===== config.mk =====
export PLATFORM = sky130hd
export DESIGN_NAME = mini_src_alu_sequencer
export DESIGN_NICKNAME = d
export VERILOG_FILES = /design/src/rtl/mini_src_pkg.sv /design/src/rtl/reg_select_decoder.sv /design/src/rtl/mini_src_alu_sequencer.sv
export SDC_FILE = /design/constraint.sdc
export NUM_CORES = 1
export LEC_CHECK = 0
export BUFFER_PORTS_ARGS = -buffer_cell sky130_fd_sc_hd__buf_2
export CAP_MARGIN = 20
export CORE_MARGIN = 10
export CORE_UTILIZATION = 38
export DETAILED_ROUTE_END_ITERATION = 10
export PLACE_DENSITY_LB_ADDON = 0.05
export SYNTH_ARGS = -nofsm -noshare
export SYNTH_HDL_FRONTEND = slang
export SYNTH_SLANG_ARGS = --single-unit

===== constraint.sdc =====
create_clock -name clock -period 3.4 [get_ports clock]
set_input_delay 1.02 -clock clock [delete_from_list [all_inputs] [get_ports clock]]
set_output_delay 1.02 -clock clock [all_outputs]
set_load 0.01 [all_outputs]

===== src/rtl/mini_src_pkg.sv =====
`default_nettype none
// ============================================================================
// Module   : mini_src_pkg
// Purpose  : Shared definitions for the mini SRC control sequencer: opcode
//            values, alu_op encoding, sequencer state encoding, IR field bit
//            positions and small opcode classification helpers.
// Ports    : none (package)
// Revision : 1.0 - initial release
// ============================================================================
package mini_src_pkg;

  // IR field bit positions
  localparam int IR_OP_LSB = 27;   // opcode = IR[31:27]
  localparam int IR_RA_LSB = 23;   // Ra     = IR[26:23] (destination)
  localparam int IR_RB_LSB = 19;   // Rb     = IR[22:19] (source 1)
  localparam int IR_RC_LSB = 15;   // Rc     = IR[18:15] (source 2)

  // Opcodes
  localparam logic [4:0] OP_ADD  = 5'd0;
  localparam logic [4:0] OP_SUB  = 5'd1;
  localparam logic [4:0] OP_AND  = 5'd2;
  localparam logic [4:0] OP_OR   = 5'd3;
  localparam logic [4:0] OP_SHR  = 5'd4;
  localparam logic [4:0] OP_SHRA = 5'd5;
  localparam logic [4:0] OP_SHL  = 5'd6;
  localparam logic [4:0] OP_ROR  = 5'd7;
  localparam logic [4:0] OP_ROL  = 5'd8;
  localparam logic [4:0] OP_MUL  = 5'd9;
  localparam logic [4:0] OP_DIV  = 5'd10;
  localparam logic [4:0] OP_NEG  = 5'd11;
  localparam logic [4:0] OP_NOT  = 5'd12;

  // alu_op encoding (0 = no operation, then opcode order)
  localparam logic [3:0] ALU_NONE = 4'd0;
  localparam logic [3:0] ALU_ADD  = 4'd1;
  localparam logic [3:0] ALU_SUB  = 4'd2;
  localparam logic [3:0] ALU_AND  = 4'd3;
  localparam logic [3:0] ALU_OR   = 4'd4;
  localparam logic [3:0] ALU_SHR  = 4'd5;
  localparam logic [3:0] ALU_SHRA = 4'd6;
  localparam logic [3:0] ALU_SHL  = 4'd7;
  localparam logic [3:0] ALU_ROR  = 4'd8;
  localparam logic [3:0] ALU_ROL  = 4'd9;
  localparam logic [3:0] ALU_MUL  = 4'd10;
  localparam logic [3:0] ALU_DIV  = 4'd11;
  localparam logic [3:0] ALU_NEG  = 4'd12;
  localparam logic [3:0] ALU_NOT  = 4'd13;

  // Sequencer states
  localparam int         STATE_W = 3;
  localparam logic [2:0] S_IDLE  = 3'd0;
  localparam logic [2:0] S_T0    = 3'd1;
  localparam logic [2:0] S_T1    = 3'd2;
  localparam logic [2:0] S_T2    = 3'd3;
  localparam logic [2:0] S_T3    = 3'd4;
  localparam logic [2:0] S_T4    = 3'd5;
  localparam logic [2:0] S_T5    = 3'd6;
  localparam logic [2:0] S_T6    = 3'd7;

  function automatic logic [3:0] alu_code(input logic [4:0] op);
    case (op)
      OP_ADD:  return ALU_ADD;
      OP_SUB:  return ALU_SUB;
      OP_AND:  return ALU_AND;
      OP_OR:   return ALU_OR;
      OP_SHR:  return ALU_SHR;
      OP_SHRA: return ALU_SHRA;
      OP_SHL:  return ALU_SHL;
      OP_ROR:  return ALU_ROR;
      OP_ROL:  return ALU_ROL;
      OP_MUL:  return ALU_MUL;
      OP_DIV:  return ALU_DIV;
      OP_NEG:  return ALU_NEG;
      OP_NOT:  return ALU_NOT;
      default: return ALU_NONE;
    endcase
  endfunction

  function automatic logic is_legal(input logic [4:0] op);
    return (op <= OP_NOT);
  endfunction

  function automatic logic is_muldiv(input logic [4:0] op);
    return (op == OP_MUL) || (op == OP_DIV);
  endfunction

  function automatic logic is_unary(input logic [4:0] op);
    return (op == OP_NEG) || (op == OP_NOT);
  endfunction

endpackage
`default_nettype wire


===== src/rtl/reg_select_decoder.sv =====
`default_nettype none
// ============================================================================
// Module   : reg_select_decoder
// Purpose  : Register-select decoder, SELW-bit index to 2**SELW one-hot
//            strobes, all zero when en is low.
// Ports    : en     in  1             decoder enable
//            sel    in  SELW          register index
//            onehot out 2**SELW       one-hot strobe vector
// Revision : 1.0 - initial release
// ============================================================================
module reg_select_decoder #(
  parameter int SELW = 4
) (
  input  logic                 en,
  input  logic [SELW-1:0]      sel,
  output logic [(1<<SELW)-1:0] onehot
);

  for (genvar i = 0; i < (1 << SELW); i++) begin : g_onehot
    assign onehot[i] = en && (sel == SELW'(i));
  end

endmodule
`default_nettype wire


===== src/rtl/mini_src_alu_sequencer.sv =====
`default_nettype none
// ============================================================================
// Module   : mini_src_alu_sequencer
// Purpose  : Fetch/decode/execute control sequencer for register-to-register
//            ALU instructions. Drives datapath control strobes one-to-one.
// Ports    : clock  in   1   system clock, rising edge
//            clear  in   1   asynchronous active-low reset
//            start  in   1   begin one instruction (sampled in IDLE only)
//            ir     in   32  datapath IR output (not latched here)
//            Rin    out  16  one-hot register load strobes
//            Rout   out  16  one-hot register bus-drive strobes
//            PCout..LOin out 1 datapath strobes
//            alu_op out  4   ALU operation code
//            busy   out  1   high outside IDLE
//            done   out  1   final-state pulse of a legal instruction
//            illegal out 1   pulse on an undefined opcode
// Revision : 1.0 - initial release
// ============================================================================
module mini_src_alu_sequencer
  import mini_src_pkg::*;
#(
  parameter int OPW  = 5,
  parameter int REGW = 4
) (
  input  logic               clock,
  input  logic               clear,
  input  logic               start,
  input  logic [31:0]        ir,
  output logic [(1<<REGW)-1:0] Rin,
  output logic [(1<<REGW)-1:0] Rout,
  output logic               PCout,
  output logic               MARin,
  output logic               IncPC,
  output logic               Zin,
  output logic               Zlowout,
  output logic               Zhighout,
  output logic               PCin,
  output logic               Read,
  output logic               MDRin,
  output logic               MDRout,
  output logic               IRin,
  output logic               Yin,
  output logic               HIin,
  output logic               LOin,
  output logic [3:0]         alu_op,
  output logic               busy,
  output logic               done,
  output logic               illegal
);

  logic [STATE_W-1:0] r_state;
  logic [STATE_W-1:0] w_next;

  logic [OPW-1:0]  w_opcode;
  logic [REGW-1:0] w_ra;
  logic [REGW-1:0] w_rb;
  logic [REGW-1:0] w_rc;
  logic            w_unused_ir;

  logic            w_rin_en;
  logic            w_rout_en;
  logic [REGW-1:0] w_rin_sel;
  logic [REGW-1:0] w_rout_sel;

  assign w_opcode    = ir[IR_OP_LSB +: OPW];
  assign w_ra        = ir[IR_RA_LSB +: REGW];
  assign w_rb        = ir[IR_RB_LSB +: REGW];
  assign w_rc        = ir[IR_RC_LSB +: REGW];
  assign w_unused_ir = ^ir[IR_RC_LSB-1:0];

  // State register; clear drops straight to IDLE, which zeroes every output.
  always_ff @(posedge clock or negedge clear) begin
    if (!clear) r_state <= S_IDLE;
    else        r_state <= w_next;
  end

  // Next state: fetch is common, execute length depends on opcode class.
  always_comb begin
    w_next = r_state;
    case (r_state)
      S_IDLE: w_next = start ? S_T0 : S_IDLE;
      S_T0:   w_next = S_T1;
      S_T1:   w_next = S_T2;
      S_T2:   w_next = S_T3;
      S_T3:   w_next = is_legal(w_opcode) ? S_T4 : S_IDLE;
      S_T4:   w_next = is_unary(w_opcode) ? S_IDLE : S_T5;
      S_T5:   w_next = is_muldiv(w_opcode) ? S_T6 : S_IDLE;
      S_T6:   w_next = S_IDLE;
      default: w_next = S_IDLE;
    endcase
  end

  // Moore outputs from state plus the (externally held) IR fields.
  always_comb begin
    PCout = 1'b0; MARin = 1'b0; IncPC = 1'b0; Zin = 1'b0;
    Zlowout = 1'b0; Zhighout = 1'b0; PCin = 1'b0; Read = 1'b0;
    MDRin = 1'b0; MDRout = 1'b0; IRin = 1'b0; Yin = 1'b0;
    HIin = 1'b0; LOin = 1'b0;
    alu_op = ALU_NONE; done = 1'b0; illegal = 1'b0;
    w_rin_en = 1'b0; w_rin_sel = w_ra;
    w_rout_en = 1'b0; w_rout_sel = w_rb;
    case (r_state)
      S_T0: begin
        // alu_op stays NONE: the datapath's IncPC path forms PC+1.
        PCout = 1'b1; MARin = 1'b1; IncPC = 1'b1; Zin = 1'b1;
      end
      S_T1: begin
        Zlowout = 1'b1; PCin = 1'b1; Read = 1'b1; MDRin = 1'b1;
      end
      S_T2: begin
        MDRout = 1'b1; IRin = 1'b1;
      end
      S_T3: begin
        if (!is_legal(w_opcode)) begin
          illegal = 1'b1;
        end else if (is_unary(w_opcode)) begin
          w_rout_en = 1'b1; alu_op = alu_code(w_opcode); Zin = 1'b1;
        end else begin
          w_rout_en = 1'b1; Yin = 1'b1;
        end
      end
      S_T4: begin
        if (is_unary(w_opcode)) begin
          Zlowout = 1'b1; w_rin_en = 1'b1; done = 1'b1;
        end else begin
          w_rout_en = 1'b1; w_rout_sel = w_rc;
          alu_op = alu_code(w_opcode); Zin = 1'b1;
        end
      end
      S_T5: begin
        Zlowout = 1'b1;
        if (is_muldiv(w_opcode)) begin
          LOin = 1'b1;
        end else begin
          w_rin_en = 1'b1; done = 1'b1;
        end
      end
      S_T6: begin
        Zhighout = 1'b1; HIin = 1'b1; done = 1'b1;
      end
      default: ;
    endcase
  end

  assign busy = (r_state != S_IDLE);

  reg_select_decoder #(.SELW(REGW)) u_rin_dec (
    .en     (w_rin_en),
    .sel    (w_rin_sel),
    .onehot (Rin)
  );

  reg_select_decoder #(.SELW(REGW)) u_rout_dec (
    .en     (w_rout_en),
    .sel    (w_rout_sel),
    .onehot (Rout)
  );

endmodule
`default_nettype wire


# [Word-level counts from Yosys, hierarchy flattened]
# Memories as Yosys holds them, arrays and structs flattened.
# Cells that the tools add are included.
[word_totals] ff_bits=3 rom_bits=128 in_bits=35 output_inout_bits=53 word_cells=117 mem_count=2
[memory_table] name="(no name shown)" words=16 width=4 read_ports=1 rd_ports_with_merged_regs=0 wr=0 line="mini_src_pkg.sv:61" source="case (op)"
[memory_table] name="(no name shown)" words=16 width=4 read_ports=1 rd_ports_with_merged_regs=0 wr=0 line="mini_src_pkg.sv:61"
[op_classes] magnitude_cmp=1 n_eq_ne=41 muxes=33 n_reduce_logical=39
[ops] cell="$eq A4 B4 Y1 const B" count=16
[ops] cell="$eq A4 B3 Y1 const B" count=8
[ops] cell="$logic_and A1 B1 Y1" count=32
[ops] cell="$mux W4" count=7
[ops] cell="$pmux W3 S8" count=1
[ops] cell="$eq A5 B4 Y1 const B" count=4
[ops] cell="$eq A4 B2 Y1 const B" count=4
[ops] cell="$mux W1" count=16
[ops] cell="$eq A3 B3 Y1 const B" count=4
[ops] cell="$mux W3" count=3
[ops] cell="$eq A4 B1 Y1 const B" count=2
[ops] cell="$logic_not A4 Y1" count=2
[ops] cell="$pmux W4 S2" count=1
[ops] cell="$eq A3 B2 Y1 const B" count=2
[ops] cell="$pmux W1 S2" count=3
[ops] cell="$pmux W1 S3" count=2
[ops] cell="$le A5 B4 Y1 const B" count=1
[ops] cell="$eq A3 B1 Y1 const B" count=1
[ops] cell="$logic_not A3 Y1" count=1
[ops] cell="$reduce_bool A3 Y1" count=1
[ops] cell="$logic_or A1 B1 Y1" count=2
[ops] cell="$reduce_or A2 Y1" count=1

# [Depth between registers and ports, before layout]
[depth] ltp_word=6 depth_mapped=7 ltp_nobuf=6

# [Cells and area by module]
# Synthesis repeated with hierarchy kept, for this count alone.
[hier_totals] hier_cells=122 area_unflattened_um2=885.8
[by_module_without_submodules] module="mini_src_alu_sequencer" n_inst=1 cells_each=76 area_per_inst_um2=650.6 seq_area_each_um2=75.1
[by_module_without_submodules] module="reg_select_decoder" n_inst=2 cells_each=23 area_per_inst_um2=117.6 seq_area_each_um2=0.0

# [Least setup slack after synthesis]
# No wires, ideal clock.
[synth_path] path_type="input -> output" startpoint="input ir[27]" endpoint="output Rout[12]" arrival_time_ps=2397 t_required_ps=2380 path_slack_ps=-17 cell_stages=6 n_path_buf=0 cell_sequence="inv_1 > ha_1 > mux2_4 > a21oi_2 > mux2_2 > nor2_1"
[synth_via] elab_chain_cells=6 word_cells_on_any_way=11 cone_classes="order compare (1); eq/ne (3); mux (5); reduce/logical (2)"
[synth_lines] item="from (decl)" line="mini_src_alu_sequencer.sv:28" source="input logic [31:0] ir,"
[synth_lines] item="branches (longest 5 deep; another with $le A5 B4 Y1)"
[synth_lines] item="$logic_and A1 B1 Y1 *" line="reg_select_decoder.sv:20" source="assign onehot[i] = en && (sel == SELW'(i));"
[synth_lines] item="to (decl)" line="mini_src_alu_sequencer.sv:30" source="output logic [(1<<REGW)-1:0] Rout,"
# Mark *: on every way between the ends.

# [Final worst setup path]
[layout_path] startpoint="input ir[27]" endpoint="output Rout[10]"
# Same word-level chain as after synthesis.

==> results.cfg <==
[route]
routed-via-count = 1353
first_pass_iters = 4
ant_nets = 0
viasPerCell = 5.31
drt_iter0_drc = 96
wirelength_mm = 3.94
wire_per_inst_microns = 15.4
drc_errors = 0

[global_routing]
grt_usage_pct = 13.5
grt_pass1_vias = 1364
antenna_found_initial = 0
grt_first_pass_wirelength_mm = 5.93
grt_remaining_overflow = 0
grt_max_degree = 29

[timing]
fin_crit_ns = 3.43
drv_slew = 0
maxSlewHeadroom_pct = 71.1
skew_ns = 0.00613
fmax_mhz = 292
tns_ns = -0.0290
hold_viol_final = 0
setup_viol = 2
finalCritPeriodShare_pct = 101
holdWs_ns = 0.574
grt_setup_unrepaired = true
fin_ws_ns = -0.0277
worst_slew_pin_slew_ns = 0.434

[place]
dp_cells = 247
place.gp.congestion = 0.792
port_buffers = 72
hpwlAfterDp_mm = 2.98

[floorplanning]
die_w_microns = 70.7
core_sq_mm = 0.00245
boundaryPins = 88
die_area_sq_mm = 0.00499
rows = 18
initial_utilization_pct = 39.8
die_y_microns = 70.7

[setup_path]
r2r_start = r_state[0]$_DFF_PN0_
cp_max_fo = 7
crit_arrival_ns = 2.41
cp-startpoint = ir[27]
required_ns = 2.38
reg2reg_slack_ns = 1.76
critPathKind = primary input to primary output
reg2regPathDepth = 7
cp-end-kind = primary output
reg2reg_to = r_state[2]$_DFF_PN0_
critPathLaunchType = primary input
crit_path_end = Rout[10]

[power_and_ir_drop]
vdd_drop_max_mv = 0.423
pwr_density_cell_mw_per_mm2 = 410
leakage_nw = 0.822
p_total_w = 0.000669

[clocking]
clock_sinks = 3
cts_max_level = 1
cts_buffer_depth = 2
path_clk_slew_ns = 0.04
insertion_delay_ns = 0.23
tritoncts = built
clockRootBuffer = clkbuf_4
cts_buffers = 3

[synthesis]
ys_types = 41
synth_area_per_cell_sq_um = 6.78
yosysWarnings = 0
async_flop_share_pct = 100
synth_mux_area_share_pct = 2.69
netlist_area_sq_um = 976
synth-seq-area-share_pct = 7.69
synth_seq_cells = 3
synth_nets = 184
yosys.area.top_type = nor2_1
synthFlopType = dfrtp_1
synth_top_area_share_pct = 13.1
synth_adder_area_share_pct = 6.41
synth-edff-count = 0
syn_inst = 144
synth_top_family_by_area = simple AND/OR/NAND/NOR gates
synth-compound-area-share_pct = 17.4
synth_xor_area_share_pct = 0
yosys.area_share.simple_pct = 55.3
synth_area_leaders = nor2_1 (13%), dfrtp_1 (7.7%), ha_1 (6.4%)

[finish]
largest_reg_flops = 3
areaGrowthSynthToFinish_pct = 67.3
layout.cells.non_filler = 255
nets = 266
drive_above_1_share_pct = 54.7
regMostFlops = r_state
insertedDiodeCount = 0
reg_top3 = r_state x3

[status]
violations = setup timing
status = complete, but fails checks

[job]
cap_violations = 0

[min_path]
hold_class = primary input to asynchronous set/reset pin
## final cells by class
type / instances / area (sq um)
timing repair buffer: 88 / 513
tap: 30 / 37.5
inverter: 6 / 27.5
clock buffer: 4 / 26.3
fill: 220 / 822
multi-input combinational: 124 / 953
sequential: 3 / 75.1
## kinds of logic after synthesis
family | after synthesis
buf+inv | 18
compound gates | 22
simple gates | 94
flops | 3
fa+ha+maj | 5
mux | 2
## placed cells by master (no fill, tap or decap), types with 3 or more instances in the layout
master    instances
nand2b_1          8
a32oi_1           4
o21ai_0           6
or3_1             3
nor2_1           31
nor4b_4           4
clkbuf_4          3
nand2_1          11
inv_1             4
buf_2            70
nor3_1            8
buf_4            14
nor2_2            3
o32a_1            3
nor4b_2           5
dfrtp_1           3
ha_1              3
nor2b_1           3
## per-layer routing
layer  GRT usage (%)  wire length, microns  part of all wire (%)  vias to the layer above
met5               0                     0                     0                        -
met4            4.73                    58                   1.5                        0
met3            4.74                   347                   8.8                        6
met2            24.6                  1940                    49                       56
met1            13.9                  1590                    40                      609
li1                -                     -                     -                      682
## per-stage QoR
step | util [%] | worst slack, ns | instance area, sq um
after CTS | 63.9 | -0.0264 | 1570
after global placement | 57.0 | -0.118 | 1400
after global routing | 66.5 | -0.0626 | 1630
final | 66.5 | -0.0277 | 1630
after floorplan | - | 0.0498 | 983
after detailed placement | 57.0 | -0.160 | 1400
## synth_stat cells, types with 2 or more instances
| master | number |
|---|---|
| nor2_1 | 34 |
| nand3b_1 | 2 |
| nor3_1 | 8 |
| dfrtp_1 | 3 |
| a21oi_1 | 2 |
| o32a_1 | 3 |
| a211oi_1 | 2 |
| a32oi_1 | 4 |
| and2_1 | 2 |
| nand2_1 | 11 |
| and3_1 | 2 |
| buf_4 | 7 |
| or3b_2 | 2 |
| inv_1 | 6 |
| nand4_1 | 2 |
| nor4b_1 | 6 |
| ha_1 | 5 |
| clkbuf_1 | 3 |
| nor2b_1 | 3 |
| or3_1 | 3 |
| o21ai_0 | 6 |
| nor4b_2 | 2 |
| nand2b_1 | 8 |
## critical path, stage by stage
cell,delay [ns]
buf_8,0.09
inv_4,0.04
ha_4,0.14
mux2_4,0.28
a21oi_4,0.21
buf_6,0.16
a32oi_1,0.12
nor2_1,0.18
buf_2,0.16
## timing repair
item	4_1_cts	5_1_grt
pin swaps	13	11
hold buffers	0	0
buffers inserted	3	1
hold endpoints to repair	0	0
cloned	1	0
resized for setup	27	11
endpoints found under the setup margin	38	34
## worst min path at each step
| stage | slack, ns | from | cells after the start | to |
|---|---|---|---|---|
| after floorplan | 0.56 | r_state[0]$_DFF_PN0_ | 2 | r_state[0]$_DFF_PN0_ |
| after global routing | 0.57 | clear | 1 | r_state[1]$_DFF_PN0_ |
| after CTS | 0.57 | clear | 1 | r_state[1]$_DFF_PN0_ |
| after global placement | 0.64 | r_state[0]$_DFF_PN0_ | 1 | r_state[0]$_DFF_PN0_ |
| after detailed placement | 0.65 | r_state[0]$_DFF_PN0_ | 1 | r_state[0]$_DFF_PN0_ |
| final | 0.57 | clear | 1 | r_state[1]$_DFF_PN0_ |
## power breakdown
part / switching [W] / leakage (nW) / internal (W) / total [W]
clock network: 0.0000182 / 0.0150 / 0.0000440 / 0.0000621
logic: 0.000305 / 0.770 / 0.000224 / 0.000529
registers: 0.0000258 / 0.0376 / 0.0000521 / 0.0000780
Power figures use the tool's default switching activity.
